File: src/rtl/wb_fabric_bridge_if.sv
// Wishbone B4 classic bus bundle between the management SoC (master) and the fabric bridge (slave).
// Signal names keep the SoC-side Wishbone convention so they line up with user_project_wrapper.
interface wb_fabric_bridge_if;
  logic        wbs_stb_i;
  logic        wbs_cyc_i;
  logic        wbs_we_i;
  logic [3:0]  wbs_sel_i;
  logic [31:0] wbs_adr_i;
  logic [31:0] wbs_dat_i;
  logic [31:0] wbs_dat_o;
  logic        wbs_ack_o;

  modport master (
    output wbs_stb_i, wbs_cyc_i, wbs_we_i, wbs_sel_i, wbs_adr_i, wbs_dat_i,
    input  wbs_dat_o, wbs_ack_o
  );

  modport slave (
    input  wbs_stb_i, wbs_cyc_i, wbs_we_i, wbs_sel_i, wbs_adr_i, wbs_dat_i,
    output wbs_dat_o, wbs_ack_o
  );
endinterface

File: src/rtl/wb_fabric_bridge.sv
// Wishbone classic slave exposing CTRL/STATUS/SCRATCH registers, a TX FIFO toward the fabric
// and a single-entry RX holding register from the fabric.
module wb_fabric_bridge #(
  parameter logic [31:0] BASE_ADDR = 32'h3000_0000,
  parameter int          TX_DEPTH  = 4
) (
  input  logic                wb_clk_i,
  input  logic                wb_rst_i,
  wb_fabric_bridge_if.slave   wb,
  output logic [7:0]          ctrl_o,
  output logic [31:0]         tx_data_o,
  output logic                tx_valid_o,
  input  logic                tx_ready_i,
  input  logic [31:0]         rx_data_i,
  input  logic                rx_valid_i,
  output logic                rx_ready_o
);

  localparam int            AW       = $clog2(TX_DEPTH);
  localparam logic [AW-1:0] PTR_ONE  = AW'(1);
  localparam logic [AW:0]   CNT_ONE  = (AW+1)'(1);
  localparam logic [AW:0]   CNT_FULL = (AW+1)'(TX_DEPTH);

  localparam logic [5:0] OFF_CTRL    = 6'd0;
  localparam logic [5:0] OFF_STATUS  = 6'd1;
  localparam logic [5:0] OFF_TXDATA  = 6'd2;
  localparam logic [5:0] OFF_RXDATA  = 6'd3;
  localparam logic [5:0] OFF_SCRATCH = 6'd4;

  logic [7:0]    ctrl_q;
  logic [31:0]   scratch_q;
  logic [31:0]   tx_mem [TX_DEPTH];
  logic [AW-1:0] wr_ptr;
  logic [AW-1:0] rd_ptr;
  logic [AW:0]   tx_cnt;
  logic [31:0]   rx_hold;
  logic          rx_valid_q;
  logic          tx_ovf;
  logic          rx_unf;

  logic        hit;
  logic        req;
  logic        wr_req;
  logic        rd_req;
  logic [5:0]  off;
  logic        tx_empty;
  logic        tx_full;
  logic        tx_pop;
  logic        push_req;
  logic        push_ok;
  logic        ovf_set;
  logic        rx_cap;
  logic        rx_rd;
  logic        unf_set;
  logic        w1c;
  logic [2:0]  level;
  logic [31:0] status;
  logic [31:0] rdata;

  // Both fabric streams use valid/ready: a beat transfers on the rising edge where valid and
  // ready are both high; valid never depends on ready, and data is stable while valid is high.
  assign hit      = wb.wbs_adr_i[31:8] == BASE_ADDR[31:8];
  assign req      = wb.wbs_stb_i & wb.wbs_cyc_i & hit & ~wb.wbs_ack_o;
  assign wr_req   = req & wb.wbs_we_i;
  assign rd_req   = req & ~wb.wbs_we_i;
  assign off      = wb.wbs_adr_i[7:2];

  assign tx_empty = tx_cnt == '0;
  assign tx_full  = tx_cnt == CNT_FULL;
  assign tx_pop   = tx_valid_o & tx_ready_i;
  assign push_req = wr_req & (off == OFF_TXDATA);
  // A pop in the same cycle frees the slot, so a push into a full FIFO still lands.
  assign push_ok  = push_req & (~tx_full | tx_pop);
  assign ovf_set  = push_req & tx_full & ~tx_pop;

  assign rx_cap   = rx_valid_i & rx_ready_o;
  assign rx_rd    = rd_req & (off == OFF_RXDATA);
  assign unf_set  = rx_rd & ~rx_valid_q;
  assign w1c      = wr_req & (off == OFF_STATUS) & wb.wbs_sel_i[1];

  assign tx_valid_o = ~tx_empty;
  assign tx_data_o  = tx_empty ? 32'h0 : tx_mem[rd_ptr];
  assign rx_ready_o = ~rx_valid_q;
  assign ctrl_o     = ctrl_q;

  always_comb begin
    level  = 3'(tx_cnt);
    status = {21'h0, rx_unf, tx_ovf, rx_valid_q, 1'b0, level, 2'b00, tx_full, tx_empty};
    rdata  = 32'h0;
    case (off)
      OFF_CTRL:    rdata = {24'h0, ctrl_q};
      OFF_STATUS:  rdata = status;
      OFF_RXDATA:  rdata = rx_valid_q ? rx_hold : 32'h0;
      OFF_SCRATCH: rdata = scratch_q;
      default:     rdata = 32'h0;
    endcase
  end

  always_ff @(posedge wb_clk_i or posedge wb_rst_i) begin
    if (wb_rst_i) begin
      wb.wbs_ack_o <= 1'b0;
      wb.wbs_dat_o <= 32'h0;
      ctrl_q       <= 8'h0;
      scratch_q    <= 32'h0;
    end else begin
      wb.wbs_ack_o <= req;
      wb.wbs_dat_o <= rd_req ? rdata : 32'h0;
      if (wr_req && off == OFF_CTRL && wb.wbs_sel_i[0]) ctrl_q <= wb.wbs_dat_i[7:0];
      if (wr_req && off == OFF_SCRATCH) begin
        for (int b = 0; b < 4; b++) begin
          if (wb.wbs_sel_i[b]) scratch_q[8*b +: 8] <= wb.wbs_dat_i[8*b +: 8];
        end
      end
    end
  end

  always_ff @(posedge wb_clk_i or posedge wb_rst_i) begin
    if (wb_rst_i) begin
      wr_ptr <= '0;
      rd_ptr <= '0;
      tx_cnt <= '0;
    end else begin
      if (push_ok) wr_ptr <= wr_ptr + PTR_ONE;
      if (tx_pop)  rd_ptr <= rd_ptr + PTR_ONE;
      case ({push_ok, tx_pop})
        2'b10:   tx_cnt <= tx_cnt + CNT_ONE;
        2'b01:   tx_cnt <= tx_cnt - CNT_ONE;
        default: tx_cnt <= tx_cnt;
      endcase
    end
  end

  // Storage needs no reset: tx_data_o is gated while the FIFO is empty.
  always_ff @(posedge wb_clk_i) begin
    if (push_ok) tx_mem[wr_ptr] <= wb.wbs_dat_i;
  end

  always_ff @(posedge wb_clk_i or posedge wb_rst_i) begin
    if (wb_rst_i) begin
      rx_hold    <= 32'h0;
      rx_valid_q <= 1'b0;
      tx_ovf     <= 1'b0;
      rx_unf     <= 1'b0;
    end else begin
      if (rx_cap) begin
        rx_hold    <= rx_data_i;
        rx_valid_q <= 1'b1;
      end else if (rx_rd) begin
        rx_valid_q <= 1'b0;
      end
      // A new sticky event beats a same-cycle write-1-to-clear.
      tx_ovf <= ovf_set | (tx_ovf & ~(w1c & wb.wbs_dat_i[9]));
      rx_unf <= unf_set | (rx_unf & ~(w1c & wb.wbs_dat_i[10]));
    end
  end

endmodule

File: src/flat_wrapper.sv
// flat-port wrapper written by rule: the top's interface ports become plain ports
module wb_fabric_bridge_flat 
#(
  parameter logic [31:0] BASE_ADDR = 32'h3000_0000,
  parameter int          TX_DEPTH  = 4
)
  (wb_clk_i, wb_rst_i, ctrl_o, tx_data_o, tx_valid_o, tx_ready_i, rx_data_i, rx_valid_i, rx_ready_o, wb_wbs_stb_i, wb_wbs_cyc_i, wb_wbs_we_i, wb_wbs_sel_i, wb_wbs_adr_i, wb_wbs_dat_i, wb_wbs_dat_o, wb_wbs_ack_o);
  wb_fabric_bridge_if wb_i ();
  input  logic wb_clk_i;
  input  logic wb_rst_i;
  output logic [7:0] ctrl_o;
  output logic [31:0] tx_data_o;
  output logic tx_valid_o;
  input  logic tx_ready_i;
  input  logic [31:0] rx_data_i;
  input  logic rx_valid_i;
  output logic rx_ready_o;
  input wire logic [$bits(wb_i.wbs_stb_i)-1:0] wb_wbs_stb_i;
  input wire logic [$bits(wb_i.wbs_cyc_i)-1:0] wb_wbs_cyc_i;
  input wire logic [$bits(wb_i.wbs_we_i)-1:0] wb_wbs_we_i;
  input wire logic [$bits(wb_i.wbs_sel_i)-1:0] wb_wbs_sel_i;
  input wire logic [$bits(wb_i.wbs_adr_i)-1:0] wb_wbs_adr_i;
  input wire logic [$bits(wb_i.wbs_dat_i)-1:0] wb_wbs_dat_i;
  output wire logic [$bits(wb_i.wbs_dat_o)-1:0] wb_wbs_dat_o;
  output wire logic [$bits(wb_i.wbs_ack_o)-1:0] wb_wbs_ack_o;
  assign wb_i.wbs_stb_i = wb_wbs_stb_i;
  assign wb_i.wbs_cyc_i = wb_wbs_cyc_i;
  assign wb_i.wbs_we_i = wb_wbs_we_i;
  assign wb_i.wbs_sel_i = wb_wbs_sel_i;
  assign wb_i.wbs_adr_i = wb_wbs_adr_i;
  assign wb_i.wbs_dat_i = wb_wbs_dat_i;
  assign wb_wbs_dat_o = wb_i.wbs_dat_o;
  assign wb_wbs_ack_o = wb_i.wbs_ack_o;
  wb_fabric_bridge #(.BASE_ADDR(BASE_ADDR), .TX_DEPTH(TX_DEPTH)) u_core (.wb_clk_i(wb_clk_i), .wb_rst_i(wb_rst_i), .wb(wb_i), .ctrl_o(ctrl_o), .tx_data_o(tx_data_o), .tx_valid_o(tx_valid_o), .tx_ready_i(tx_ready_i), .rx_data_i(rx_data_i), .rx_valid_i(rx_valid_i), .rx_ready_o(rx_ready_o));
endmodule
File: config.mk
export PLATFORM = sky130hd
export DESIGN_NAME = wb_fabric_bridge_flat
export DESIGN_NICKNAME = d
export VERILOG_FILES = /design/src/rtl/wb_fabric_bridge_if.sv /design/src/rtl/wb_fabric_bridge.sv /design/src/flat_wrapper.sv
export SDC_FILE = /design/constraint.sdc
export NUM_CORES = 1
export LEC_CHECK = 0
export BUFFER_PORTS_ARGS = -buffer_cell sky130_fd_sc_hd__buf_2
export CORE_MARGIN = 2
export CORE_UTILIZATION = 60
export CTS_CLUSTER_DIAMETER = 40
export DETAILED_ROUTE_END_ITERATION = 10
export GPL_ROUTABILITY_DRIVEN = 0
export GPL_TIMING_DRIVEN = 0
export PLACE_DENSITY = 0.9
export SLEW_MARGIN = 20
export SYNTH_ARGS = -nofsm -noshare
export SYNTH_HDL_FRONTEND = slang
export SYNTH_SLANG_ARGS = --single-unit
File: constraint.sdc
create_clock -name wb_clk_i -period 9.25 [get_ports wb_clk_i]
set_input_delay 0.925 -clock wb_clk_i [delete_from_list [all_inputs] [get_ports wb_clk_i]]
set_output_delay 0.925 -clock wb_clk_i [all_outputs]
set_load 0.02 [all_outputs]
==> impl_metrics.xml, run 1 <==
<?xml version="1.0" encoding="UTF-8"?>
<metrics>
  <group name="sta">
    <metric name="totalNegativeSetupSlack" unit="ps">0</metric>
    <metric name="post-route-worst-setup-slack" unit="ps">5330</metric>
    <metric name="period_share" unit="%">42.3</metric>
    <metric name="hold_viol_final" unit="">0</metric>
    <metric name="rsz0062_at_grt" unit="">no</metric>
    <metric name="fmaxAchievable" unit="MHz">255</metric>
    <metric name="setup_viol" unit="">0</metric>
    <metric name="slew-limit-headroom" unit="%">28.4</metric>
    <metric name="timing_worst_slew_pin_value" unit="ps">1070</metric>
    <metric name="hold_slack" unit="ps">458</metric>
    <metric name="post-route-min-period" unit="ps">3920</metric>
    <metric name="skew" unit="ps">15.2</metric>
    <metric name="report.final.slew_viol_count" unit="">0</metric>
  </group>
  <group name="die">
    <metric name="fp.dieArea" unit="µm²">17300</metric>
    <metric name="floorplan.die.width" unit="µm">132</metric>
    <metric name="start_util" unit="%">61.6</metric>
    <metric name="core" unit="µm²">15900</metric>
    <metric name="ioPinCount" unit="">182</metric>
    <metric name="dieHeight" unit="µm">132</metric>
    <metric name="number_of_rows_in_the_core_area" unit="">46</metric>
  </group>
  <group name="drt">
    <metric name="drt_pre_antenna_iters" unit="">6</metric>
    <metric name="detail_route.wirelength" unit="mm">23.6</metric>
    <metric name="detail_route.vias_per_cell" unit="">6.08</metric>
    <metric name="final_antenna_net_count" unit="">0</metric>
    <metric name="drcViolationCount" unit="">0</metric>
    <metric name="dr.first_iter.drc_count" unit="">596</metric>
    <metric name="routedWlPerCell" unit="µm">22.6</metric>
    <metric name="num_vias" unit="">6350</metric>
  </group>
  <group name="flow_run">
    <metric name="maxCapViolCount" unit="">0</metric>
  </group>
  <group name="global_routing">
    <metric name="first_global_vias" unit="">6741</metric>
    <metric name="first_pass_grt_wire_length" unit="mm">36.6</metric>
    <metric name="global_route.overflow_total" unit="">0</metric>
    <metric name="pin_count_of_the_biggest_net_entering_global_routing" unit="">62</metric>
    <metric name="total_track_usage" unit="%">27.4</metric>
    <metric name="antenna_found_initial" unit="">1</metric>
  </group>
  <group name="clock_tree">
    <metric name="cts-resized-gates" unit="">0</metric>
    <metric name="clk_root_buffer_cell" unit="">sky130_fd_sc_hd__clkbuf_16</metric>
    <metric name="clkSlewWorstSetupHoldPaths" unit="ps">70</metric>
    <metric name="cts.htree.levels" unit="">1</metric>
    <metric name="cts_inserted_buffers" unit="">27</metric>
    <metric name="cts_num_sinks" unit="">243</metric>
    <metric name="postCtsHoldBufs" unit="">0</metric>
    <metric name="clockBufferDepth" unit="">3</metric>
    <metric name="cts_tree" unit="">built</metric>
    <metric name="post_cts.repair.setup_buffers" unit="">0</metric>
    <metric name="clock_insertion_delay_worst_skew" unit="ps">520</metric>
  </group>
  <group name="placement">
    <metric name="dpl_worst_slack" unit="ps">5150</metric>
    <metric name="place.port_buffers" unit="">179</metric>
    <metric name="dpl_hpwl" unit="mm">15.4</metric>
    <metric name="placed_cell_area" unit="µm²">11100</metric>
    <metric name="placed_cells_incl_taps" unit="">994</metric>
  </group>
  <group name="power_and_ir_drop">
    <metric name="cell_internal_pwr" unit="mW">1.91</metric>
    <metric name="total_power" unit="mW">2.46</metric>
    <metric name="cellPowerDensity" unit="nW/µm²">205</metric>
    <metric name="worst_ir_drop_vdd" unit="µV">200</metric>
    <metric name="power_switching_share" unit="%">22.4</metric>
    <metric name="power.sequential.fraction" unit="%">50.1</metric>
    <metric name="power.switching" unit="mW">0.552</metric>
    <metric name="power.combinational.fraction" unit="%">6.7</metric>
    <metric name="power_leakage" unit="nW">4.96</metric>
    <metric name="clock_power_share" unit="%">43.3</metric>
  </group>
  <group name="critical_path">
    <metric name="crit_path_max_fanout" unit="">10</metric>
    <metric name="regToRegSetupSlack" unit="ps">5920</metric>
    <metric name="timing_worst_setup_path_type" unit="">register to output pin</metric>
    <metric name="critPathLaunchType" unit="">register</metric>
    <metric name="cp_data_required_time" unit="ps">8330</metric>
    <metric name="timing.critical_path.to_type" unit="">output pin</metric>
    <metric name="critical_path_arrival" unit="ps">2990</metric>
  </group>
  <group name="final_layout">
    <metric name="post_route_cells_drive_above_1_share" unit="%">42.8</metric>
    <metric name="final_net_count" unit="">919</metric>
    <metric name="post-route-cell-area" unit="µm²">12000</metric>
    <metric name="layout-area-overhead-vs-synth" unit="%">22.6</metric>
    <metric name="final_core_utilization" unit="%">75.5</metric>
    <metric name="nFillCells" unit="">938</metric>
    <metric name="final-instance-count-excl-fill" unit="">1044</metric>
    <metric name="layout.area.seq" unit="µm²">6720</metric>
    <metric name="final_common_cell" unit="">sky130_fd_sc_hd__buf_2</metric>
    <metric name="layout_common_cells" unit="">sky130_fd_sc_hd__buf_2 (179), sky130_fd_sc_hd__edfxtp_1 (128), sky130_fd_sc_hd__dfrtp_1 (115), sky130_fd_sc_hd__mux2_2 (78), sky130_fd_sc_hd__nor2_1 (41)</metric>
    <metric name="multi_input_area" unit="µm²">2920</metric>
  </group>
  <group name="yosys">
    <metric name="synth_cells" unit="">594</metric>
    <metric name="syn_avg_cell_area" unit="µm²">16.5</metric>
    <metric name="synth_top_cell_area_share" unit="%">39.3</metric>
    <metric name="synthesis.yosys.warnings" unit="">0</metric>
    <metric name="ys_seq_area_share" unit="%">68.7</metric>
    <metric name="synthArstFlopShare" unit="%">47.3</metric>
    <metric name="synthDistinctLibCells" unit="">50</metric>
    <metric name="syn_area" unit="µm²">9780</metric>
    <metric name="post-synth-top-area-cell" unit="">sky130_fd_sc_hd__edfxtp_1</metric>
    <metric name="mappedNetlistNets" unit="">706</metric>
    <metric name="synth_enable_flop_cells" unit="">128</metric>
    <metric name="synthFlopType" unit="">sky130_fd_sc_hd__edfxtp_1</metric>
    <metric name="netlist_top_cells_area" unit="">sky130_fd_sc_hd__edfxtp_1 (39%), sky130_fd_sc_hd__dfrtp_1 (29%), sky130_fd_sc_hd__mux2_2 (9.0%)</metric>
    <metric name="ys_seq_elements" unit="">243</metric>
  </group>
  <group name="outcome">
    <metric name="status" unit="">finished, final reports clean</metric>
  </group>
  <group name="hold_path">
    <metric name="hold_path.class" unit="">input pin to asynchronous set/reset pin</metric>
  </group>
</metrics>
synthesized netlist by cell type (6+ instances only):
cell                         n
sky130_fd_sc_hd__a222oi_1    6
sky130_fd_sc_hd__dfrtp_1   115
sky130_fd_sc_hd__nor2_1     41
sky130_fd_sc_hd__mux2_2     78
sky130_fd_sc_hd__mux4_2     32
sky130_fd_sc_hd__a22oi_1    24
sky130_fd_sc_hd__clkbuf_1   28
sky130_fd_sc_hd__nand2_1    12
sky130_fd_sc_hd__inv_1       7
sky130_fd_sc_hd__edfxtp_1  128
sky130_fd_sc_hd__and3_1      7
sky130_fd_sc_hd__nand3_1     6
sky130_fd_sc_hd__nor3_1      6
sky130_fd_sc_hd__and2_1     33
per-layer routing:
metal	vias up	wire, µm	track usage (%)
met3	86	2120	4.36
met5	-	0	0
met1	3151	8840	36.8
met2	417	11600	44.3
met4	0	991	13.4
li1	2696	-	-
flip-flops by register name, indices dropped and copies added, names as in the netlist:
signal / flops
u_core.tx_mem: 128
u_core.rx_unf: 1
u_core.wb.wbs_ack_o: 1
u_core.ctrl_o: 8
u_core.level: 3
u_core.scratch_q: 32
u_core.tx_ovf: 1
u_core.rx_valid_q: 1
u_core.wr_ptr: 2
u_core.rx_hold: 32
u_core.wb.wbs_dat_o: 32
u_core.rd_ptr: 2
kinds of logic after synthesis:
logic type,count (synthesis),share of synthesized area (%)
flip-flops,243,68.7
AND/OR/NAND/NOR,140,8.11
multiplexers,115,16.9
AO/OA/AOI/OAI,49,3.81
buffers and inverters,39,1.50
adder cells (fa/ha/maj),5,0.716
XOR/XNOR,3,0.269
worst paths after layout:
check | start | to | cells after the start
max | u_core.rd_ptr[0]$_DFFE_PP0P_ | tx_data_o[20] | 5
min | wb_rst_i | u_core.scratch_q[15]$_DFFE_PP0P_ | 2
max reg2reg | u_core.wb.wbs_ack_o$_DFF_PP0_ | u_core.level[1]$_DFFE_PP0P_ | 10
min reg2reg | u_core.tx_ovf$_DFF_PP0_ | u_core.tx_ovf$_DFF_PP0_ | 1
max in group asynchronous | wb_rst_i | u_core.ctrl_o[6]$_DFFE_PP0P_ | 3
min in group wb_clk_i | u_core.tx_ovf$_DFF_PP0_ | u_core.tx_ovf$_DFF_PP0_ | 1
power groups by stage:
stage          clock (mW)  sequential, mW  combinational [mW]
2_1_floorplan           0            1.24               0.104
3_3_place_gp            0            1.24               0.148
3_5_place_dp            0            1.25               0.161
4_1_cts              1.07            1.23               0.166
5_1_grt              1.11            1.24               0.179
6_report             1.07            1.23               0.164
critical path: stages (launching register included):
cell and delay (ps):
sky130_fd_sc_hd__dfrtp_1 330, sky130_fd_sc_hd__clkbuf_1 380, sky130_fd_sc_hd__buf_1 780, sky130_fd_sc_hd__mux4_2 610
sky130_fd_sc_hd__and2_1 200, sky130_fd_sc_hd__buf_2 160
cell type report:
| class | count | area share, % |
|---|---|---|
| tap | 216 | 2.25 |
| inverter | 7 | 0.261 |
| clock buffer | 34 | 6.10 |
| timing repair buffer | 184 | 8.61 |
| antenna | 1 | 0.0209 |
| buffer | 32 | 1.00 |
| sequential | 243 | 56.0 |
| clock inverter | 15 | 1.40 |
| multi-input combinational | 312 | 24.3 |
Note: power is estimated with default switching activity, not from simulation.
==> run 2: changes to the inputs <==
--- a/config.mk
+++ b/config.mk
@@ -7,12 +7,12 @@
 export LEC_CHECK = 0
 export BUFFER_PORTS_ARGS = -buffer_cell sky130_fd_sc_hd__buf_2
 export CORE_MARGIN = 2
-export CORE_UTILIZATION = 60
+export CORE_UTILIZATION = 55
 export CTS_CLUSTER_DIAMETER = 40
 export DETAILED_ROUTE_END_ITERATION = 10
 export GPL_ROUTABILITY_DRIVEN = 0
 export GPL_TIMING_DRIVEN = 0
-export PLACE_DENSITY = 0.9
+export PLACE_DENSITY = 0.84
 export SLEW_MARGIN = 20
 export SYNTH_ARGS = -nofsm -noshare
 export SYNTH_HDL_FRONTEND = slang
==> constraint.sdc (replaced) <==
create_clock -name wb_clk_i -period 3.65 [get_ports wb_clk_i]
set_input_delay 0.365 -clock wb_clk_i [delete_from_list [all_inputs] [get_ports wb_clk_i]]
set_output_delay 0.365 -clock wb_clk_i [all_outputs]
set_load 0.02 [all_outputs]
==> impl_metrics.xml, run 2 (same netlist as run 1, synthesis figures left out) <==
<?xml version="1.0" encoding="UTF-8"?>
<metrics>
  <group name="clock_tree">
    <metric name="post_cts.repair.setup_buffers" unit="">0</metric>
    <metric name="clock_insertion_delay_worst_skew" unit="ps">540</metric>
    <metric name="cts_inserted_buffers" unit="">28</metric>
    <metric name="cts_tree" unit="">built</metric>
    <metric name="clockBufferDepth" unit="">3</metric>
    <metric name="clk_root_buffer_cell" unit="">sky130_fd_sc_hd__clkbuf_16</metric>
    <metric name="cts-resized-gates" unit="">0</metric>
    <metric name="cts.htree.levels" unit="">1</metric>
    <metric name="clkSlewWorstSetupHoldPaths" unit="ps">70</metric>
    <metric name="postCtsHoldBufs" unit="">1</metric>
    <metric name="cts_num_sinks" unit="">243</metric>
  </group>
  <group name="final_layout">
    <metric name="final_net_count" unit="">921</metric>
    <metric name="multi_input_area" unit="µm²">2920</metric>
    <metric name="final-instance-count-excl-fill" unit="">1058</metric>
    <metric name="nFillCells" unit="">1117</metric>
    <metric name="final_common_cell" unit="">sky130_fd_sc_hd__buf_2</metric>
    <metric name="layout.area.seq" unit="µm²">6720</metric>
    <metric name="post_route_cells_drive_above_1_share" unit="%">42.5</metric>
    <metric name="layout-area-overhead-vs-synth" unit="%">23.7</metric>
    <metric name="max_flop_register" unit="">u_core.tx_mem</metric>
    <metric name="post-route-cell-area" unit="µm²">12100</metric>
    <metric name="final_core_utilization" unit="%">69.7</metric>
    <metric name="layout_common_cells" unit="">sky130_fd_sc_hd__buf_2 (179), sky130_fd_sc_hd__edfxtp_1 (128), sky130_fd_sc_hd__dfrtp_1 (115), sky130_fd_sc_hd__mux2_2 (78), sky130_fd_sc_hd__nor2_1 (41)</metric>
    <metric name="max_ffs_per_register" unit="">128</metric>
  </group>
  <group name="global_routing">
    <metric name="first_pass_grt_wire_length" unit="mm">34.8</metric>
    <metric name="pin_count_of_the_biggest_net_entering_global_routing" unit="">63</metric>
    <metric name="total_track_usage" unit="%">24.8</metric>
    <metric name="first_global_vias" unit="">6352</metric>
    <metric name="global_route.overflow_total" unit="">0</metric>
    <metric name="antenna_found_initial" unit="">2</metric>
  </group>
  <group name="drt">
    <metric name="dr.first_iter.drc_count" unit="">580</metric>
    <metric name="drt_pre_antenna_iters" unit="">5</metric>
    <metric name="detail_route.wirelength" unit="mm">23.0</metric>
    <metric name="detail_route.vias_per_cell" unit="">5.89</metric>
    <metric name="drcViolationCount" unit="">0</metric>
    <metric name="routedWlPerCell" unit="µm">21.7</metric>
    <metric name="final_antenna_net_count" unit="">0</metric>
    <metric name="num_vias" unit="">6235</metric>
  </group>
  <group name="die">
    <metric name="core" unit="µm²">17400</metric>
    <metric name="ioPinCount" unit="">182</metric>
    <metric name="number_of_rows_in_the_core_area" unit="">48</metric>
    <metric name="floorplan.die.width" unit="µm">137</metric>
    <metric name="start_util" unit="%">56.4</metric>
    <metric name="fp.dieArea" unit="µm²">18900</metric>
    <metric name="dieHeight" unit="µm">137</metric>
  </group>
  <group name="critical_path">
    <metric name="critical_path_arrival" unit="ps">2930</metric>
    <metric name="cp_data_required_time" unit="ps">3280</metric>
    <metric name="critPathLaunchType" unit="">register</metric>
    <metric name="timing.critical_path.to_type" unit="">output pin</metric>
    <metric name="timing_worst_setup_path_type" unit="">register to output pin</metric>
    <metric name="crit_path_max_fanout" unit="">10</metric>
  </group>
  <group name="sta">
    <metric name="skew" unit="ps">14.2</metric>
    <metric name="slew-limit-headroom" unit="%">23.3</metric>
    <metric name="rsz0062_at_grt" unit="">no</metric>
    <metric name="report.final.slew_viol_count" unit="">0</metric>
    <metric name="post-route-worst-setup-slack" unit="ps">354</metric>
    <metric name="hold_viol_final" unit="">0</metric>
    <metric name="timing_worst_slew_pin_value" unit="ps">1140</metric>
    <metric name="post-route-min-period" unit="ps">3300</metric>
    <metric name="setup_viol" unit="">0</metric>
    <metric name="period_share" unit="%">90.3</metric>
    <metric name="fmaxAchievable" unit="MHz">303</metric>
  </group>
  <group name="hold_path">
    <metric name="hold_path.class" unit="">input pin to register</metric>
  </group>
  <group name="power_and_ir_drop">
    <metric name="worst_ir_drop_vdd" unit="µV">424</metric>
    <metric name="power_leakage" unit="nW">5.01</metric>
    <metric name="cellPowerDensity" unit="nW/µm²">531</metric>
    <metric name="total_power" unit="mW">6.42</metric>
  </group>
  <group name="placement">
    <metric name="place.port_buffers" unit="">179</metric>
    <metric name="dpl_worst_slack" unit="ps">135</metric>
    <metric name="placed_cells_incl_taps" unit="">1003</metric>
    <metric name="dpl_hpwl" unit="mm">15.8</metric>
    <metric name="placed_cell_area" unit="µm²">11100</metric>
  </group>
  <group name="outcome">
    <metric name="status" unit="">finished, final reports clean</metric>
  </group>
  <group name="flow_run">
    <metric name="maxCapViolCount" unit="">0</metric>
  </group>
</metrics>
-- run 2: metal layers --
metal	GRT usage [%]	share of wire (%)	up-vias
met5	0	0.057	-
met3	4.38	7.7	61
met2	41.4	51	306
met4	9.34	2.9	2
met1	32.9	39	3165
li1	-	-	2701
-- run 2: area by class of cell --
cell class                      count  area share [%]
Antenna cell                        2          0.0414
Inverter                            7           0.259
Clock inverter                     18            1.91
Clock buffer                       34            6.15
Timing Repair Buffer              185            8.62
Buffer                             32           0.993
Multi-Input combinational cell    312            24.1
Sequential cell                   243            55.6
Tap cell                          225            2.33
-- run 2: metrics by stage --
step | setup TNS, ps | hold slack (ps)
after floorplan | 0 | 451
after global placement | -128900 | 466
after detailed placement | 0 | 457
after CTS | 0 | 38.2
after global routing | 0 | 40.5
final | 0 | 60.3
-- run 2: final timing paths --
path,cells after the start,slack (ps),start,endpoint
max,5,350,u_core.rd_ptr[0]$_DFFE_PP0P_,tx_data_o[9]
min,2,60,rx_data_i[20],u_core.rx_hold[20]$_DFFE_PP0P_
max reg2reg,10,410,u_core.wb.wbs_ack_o$_DFF_PP0_,u_core.level[1]$_DFFE_PP0P_
min reg2reg,1,500,u_core.tx_ovf$_DFF_PP0_,u_core.tx_ovf$_DFF_PP0_
max in group asynchronous,4,2540,wb_rst_i,u_core.rx_hold[4]$_DFFE_PP0P_
min in group asynchronous,3,430,wb_rst_i,u_core.rx_hold[9]$_DFFE_PP0P_
-- run 2: power by group --
part	switching, mW	internal (mW)	total, mW
registers	0.0867	3.03	3.12
clock network	1.14	1.76	2.90
logic	0.180	0.222	0.402
total	1.40	5.02	6.42
-- run 2: critical path, cell delays in order, from the launching register on --
cell and delay (ps):
sky130_fd_sc_hd__dfrtp_1 320, sky130_fd_sc_hd__clkbuf_1 370, sky130_fd_sc_hd__buf_1 750, sky130_fd_sc_hd__mux4_2 630, sky130_fd_sc_hd__and2_1 170, sky130_fd_sc_hd__buf_2 150
==> run 3: changes to the inputs <==
==> constraint.sdc (replaced) <==
create_clock -name wb_clk_i -period 3.65 [get_ports wb_clk_i]
set_input_delay 0.73 -clock wb_clk_i [delete_from_list [all_inputs] [get_ports wb_clk_i]]
set_output_delay 0.73 -clock wb_clk_i [all_outputs]
set_load 0.02 [all_outputs]
==> impl_metrics.xml, run 3 (same netlist as run 1, synthesis figures left out) <==
<?xml version="1.0" encoding="UTF-8"?>
<metrics>
  <group name="final_layout">
    <metric name="max_flop_register" unit="">u_core.tx_mem</metric>
    <metric name="layout_common_cells" unit="">sky130_fd_sc_hd__buf_2 (180), sky130_fd_sc_hd__edfxtp_1 (128), sky130_fd_sc_hd__dfrtp_1 (115), sky130_fd_sc_hd__mux2_2 (78), sky130_fd_sc_hd__nor2_1 (41)</metric>
    <metric name="final_net_count" unit="">922</metric>
    <metric name="layout-area-overhead-vs-synth" unit="%">24.6</metric>
    <metric name="post_route_cells_drive_above_1_share" unit="%">43.8</metric>
    <metric name="max_ffs_per_register" unit="">128</metric>
    <metric name="final_common_cell" unit="">sky130_fd_sc_hd__buf_2</metric>
  </group>
  <group name="critical_path">
    <metric name="critical-path-top-delay-family" unit="">buffers and inverters</metric>
    <metric name="reg2reg_from" unit="">u_core.wb.wbs_ack_o$_DFF_PP0_</metric>
    <metric name="critical_path_arrival" unit="ps">2740</metric>
    <metric name="critical_path.endpoint" unit="">tx_data_o[23]</metric>
    <metric name="worstSetupPathDepth" unit="">5</metric>
    <metric name="r2r_end" unit="">u_core.level[1]$_DFFE_PP0P_</metric>
    <metric name="regToRegSetupSlack" unit="ps">320</metric>
    <metric name="worst_path_largest_cell_delay" unit="ps">560</metric>
    <metric name="cp_data_required_time" unit="ps">2920</metric>
    <metric name="crit_path_cell_trace" unit="">clkbuf_1 -&gt; clkdlybuf4s15_2 -&gt; mux4_2 -&gt; and2_1 -&gt; buf_2</metric>
    <metric name="timing_worst_setup_path_type" unit="">register to output pin</metric>
    <metric name="critPathLaunchType" unit="">register</metric>
    <metric name="timing.critical_path.to_type" unit="">output pin</metric>
    <metric name="crit_path_top_delay_cell" unit="">sky130_fd_sc_hd__mux4_2</metric>
    <metric name="timing.reg2reg.worst_path_depth" unit="">10</metric>
    <metric name="timing.critical_path.buf_inv" unit="">3</metric>
    <metric name="crit_path_max_fanout" unit="">10</metric>
    <metric name="timing.critical_path.from" unit="">u_core.rd_ptr[0]$_DFFE_PP0P_</metric>
  </group>
  <group name="sta">
    <metric name="hold_slack" unit="ps">260</metric>
    <metric name="report.final.slew_viol_count" unit="">0</metric>
    <metric name="skew" unit="ps">17.5</metric>
    <metric name="post-route-min-period" unit="ps">3470</metric>
    <metric name="fmaxAchievable" unit="MHz">288</metric>
    <metric name="rsz0062_at_grt" unit="">no</metric>
    <metric name="hold_viol_final" unit="">0</metric>
    <metric name="period_share" unit="%">95.1</metric>
    <metric name="slew-limit-headroom" unit="%">25.7</metric>
    <metric name="timing_worst_slew_pin_value" unit="ps">1110</metric>
    <metric name="setup_viol" unit="">0</metric>
  </group>
  <group name="global_routing">
    <metric name="global_route.overflow_total" unit="">0</metric>
    <metric name="first_global_vias" unit="">6472</metric>
    <metric name="total_track_usage" unit="%">25.7</metric>
    <metric name="antenna_found_initial" unit="">1</metric>
    <metric name="pin_count_of_the_biggest_net_entering_global_routing" unit="">36</metric>
    <metric name="first_pass_grt_wire_length" unit="mm">36.3</metric>
  </group>
  <group name="die">
    <metric name="dieHeight" unit="µm">137</metric>
    <metric name="ioPinCount" unit="">182</metric>
    <metric name="start_util" unit="%">56.4</metric>
    <metric name="fp.dieArea" unit="µm²">18900</metric>
    <metric name="number_of_rows_in_the_core_area" unit="">48</metric>
    <metric name="floorplan.die.width" unit="µm">137</metric>
    <metric name="core" unit="µm²">17400</metric>
  </group>
  <group name="clock_tree">
    <metric name="cts.htree.levels" unit="">1</metric>
    <metric name="clockBufferDepth" unit="">3</metric>
    <metric name="cts_inserted_buffers" unit="">28</metric>
    <metric name="cts_tree" unit="">built</metric>
    <metric name="clk_root_buffer_cell" unit="">sky130_fd_sc_hd__clkbuf_16</metric>
    <metric name="clock_insertion_delay_worst_skew" unit="ps">550</metric>
    <metric name="clkSlewWorstSetupHoldPaths" unit="ps">70</metric>
    <metric name="cts_num_sinks" unit="">243</metric>
  </group>
  <group name="flow_run">
    <metric name="maxCapViolCount" unit="">0</metric>
  </group>
  <group name="power_and_ir_drop">
    <metric name="cellPowerDensity" unit="nW/µm²">535</metric>
    <metric name="power_switching_share" unit="%">22.7</metric>
    <metric name="power.combinational.fraction" unit="%">6.3</metric>
    <metric name="power.sequential.fraction" unit="%">47.8</metric>
    <metric name="total_power" unit="mW">6.52</metric>
    <metric name="worst_ir_drop_vdd" unit="µV">394</metric>
    <metric name="clock_power_share" unit="%">45.9</metric>
    <metric name="cell_internal_pwr" unit="mW">5.04</metric>
    <metric name="power.switching" unit="mW">1.48</metric>
    <metric name="power_leakage" unit="nW">5.05</metric>
  </group>
  <group name="outcome">
    <metric name="status" unit="">finished, final reports clean</metric>
  </group>
  <group name="drt">
    <metric name="detail_route.wirelength" unit="mm">23.8</metric>
    <metric name="drcViolationCount" unit="">0</metric>
    <metric name="routedWlPerCell" unit="µm">22.5</metric>
    <metric name="num_vias" unit="">6308</metric>
    <metric name="drt_pre_antenna_iters" unit="">6</metric>
    <metric name="final_antenna_net_count" unit="">0</metric>
    <metric name="detail_route.vias_per_cell" unit="">5.96</metric>
    <metric name="dr.first_iter.drc_count" unit="">581</metric>
  </group>
  <group name="placement">
    <metric name="place.port_buffers" unit="">179</metric>
    <metric name="dpl_hpwl" unit="mm">16.0</metric>
  </group>
  <group name="hold_path">
    <metric name="hold_path.class" unit="">input pin to asynchronous set/reset pin</metric>
  </group>
</metrics>
==> run 3: changes by cell type in the layout (fill, tap and decap cells not counted), moves of 2 or more <==
cell	delta
sky130_fd_sc_hd__buf_1	-3
sky130_fd_sc_hd__clkbuf_1	-5
sky130_fd_sc_hd__clkbuf_8	+2
sky130_fd_sc_hd__clkinvlp_4	+2
sky130_fd_sc_hd__clkinv_4	+3
sky130_fd_sc_hd__buf_12	+3
==> run 3: how the worst min path moves through the flow <==
| stage | cells past startpoint | from | slack (ps) | endpoint |
|---|---|---|---|---|
| 3_5_place_dp | 1 | u_core.tx_ovf$_DFF_PP0_ | 470 | u_core.tx_ovf$_DFF_PP0_ |
| 3_3_place_gp | 1 | u_core.tx_ovf$_DFF_PP0_ | 470 | u_core.tx_ovf$_DFF_PP0_ |
| 4_1_cts | 2 | wb_rst_i | 260 | u_core.rx_hold[14]$_DFFE_PP0P_ |
| 2_1_floorplan | 1 | u_core.tx_ovf$_DFF_PP0_ | 450 | u_core.tx_ovf$_DFF_PP0_ |
| 5_1_grt | 2 | wb_rst_i | 300 | u_core.rx_hold[14]$_DFFE_PP0P_ |
| 6_report | 2 | wb_rst_i | 260 | u_core.scratch_q[13]$_DFFE_PP0P_ |
==> run 3: through the flow <==
stage	cells	setup WS [ps]	TNS, ps	util, %	instance area (µm²)
global route	1058	5.07	0	70.2	12200
CTS	1057	81.3	0	70.2	12200
floorplan	594	133	0	-	9790
detailed placement	1005	-224	-224	64.2	11100
finish	1059	179	0	70.2	12200
global placement	998	-545	-68820	63.2	11000
==> run 3: metal layers <==
metal | vias to the layer above | part of all wire [%] | routed length [µm] | track usage, %
met3 | 60 | 7.0 | 1660 | 3.57
li1 | 2713 | - | - | -
met1 | 3244 | 39 | 9230 | 34.8
met4 | 0 | 2.8 | 674 | 9.22
met2 | 291 | 51 | 12300 | 43.0
met5 | - | 0 | 0 | 0
==> run 3: final cells by class <==
class	count	area (µm²)
Timing Repair Buffer	186	1070
Fill cell	1053	5170
Inverter	7	30.0
Clock inverter	22	300
Tap cell	225	282
Antenna cell	2	5.00
Buffer	32	135
Sequential cell	243	6720
Clock buffer	30	728
Multi-Input combinational cell	312	2920
==> run 3: power by group through the flow <==
stage / logic (mW) / registers [mW] / clock network (mW)
final: 0.412 / 3.12 / 3.00
after global routing: 0.448 / 3.13 / 3.14
after CTS: 0.418 / 3.11 / 3.01
after detailed placement: 0.406 / 3.16 / 0
after global placement: 0.377 / 3.15 / 0
after floorplan: 0.264 / 3.14 / 0
==> run 3: worst reg2reg max path, delay by kind of cell, from the launching register on <==
family / cells / cell delay [ps]
adder cells (fa/ha/maj): 1 / 430
AND/OR/NAND/NOR: 5 / 1110
flip-flops: 1 / 390
AO/OA/AOI/OAI: 2 / 620
buffers and inverters: 2 / 680
==> run 3: repair_timing <==
action / CTS / global route
buffers inserted: 0 / 0
setup endpoints to repair: 28 / 11
hold buffers: 0 / 0
pin swaps: 0 / 0
gates resized for setup: 6 / 3
hold endpoints to repair: 0 / 0
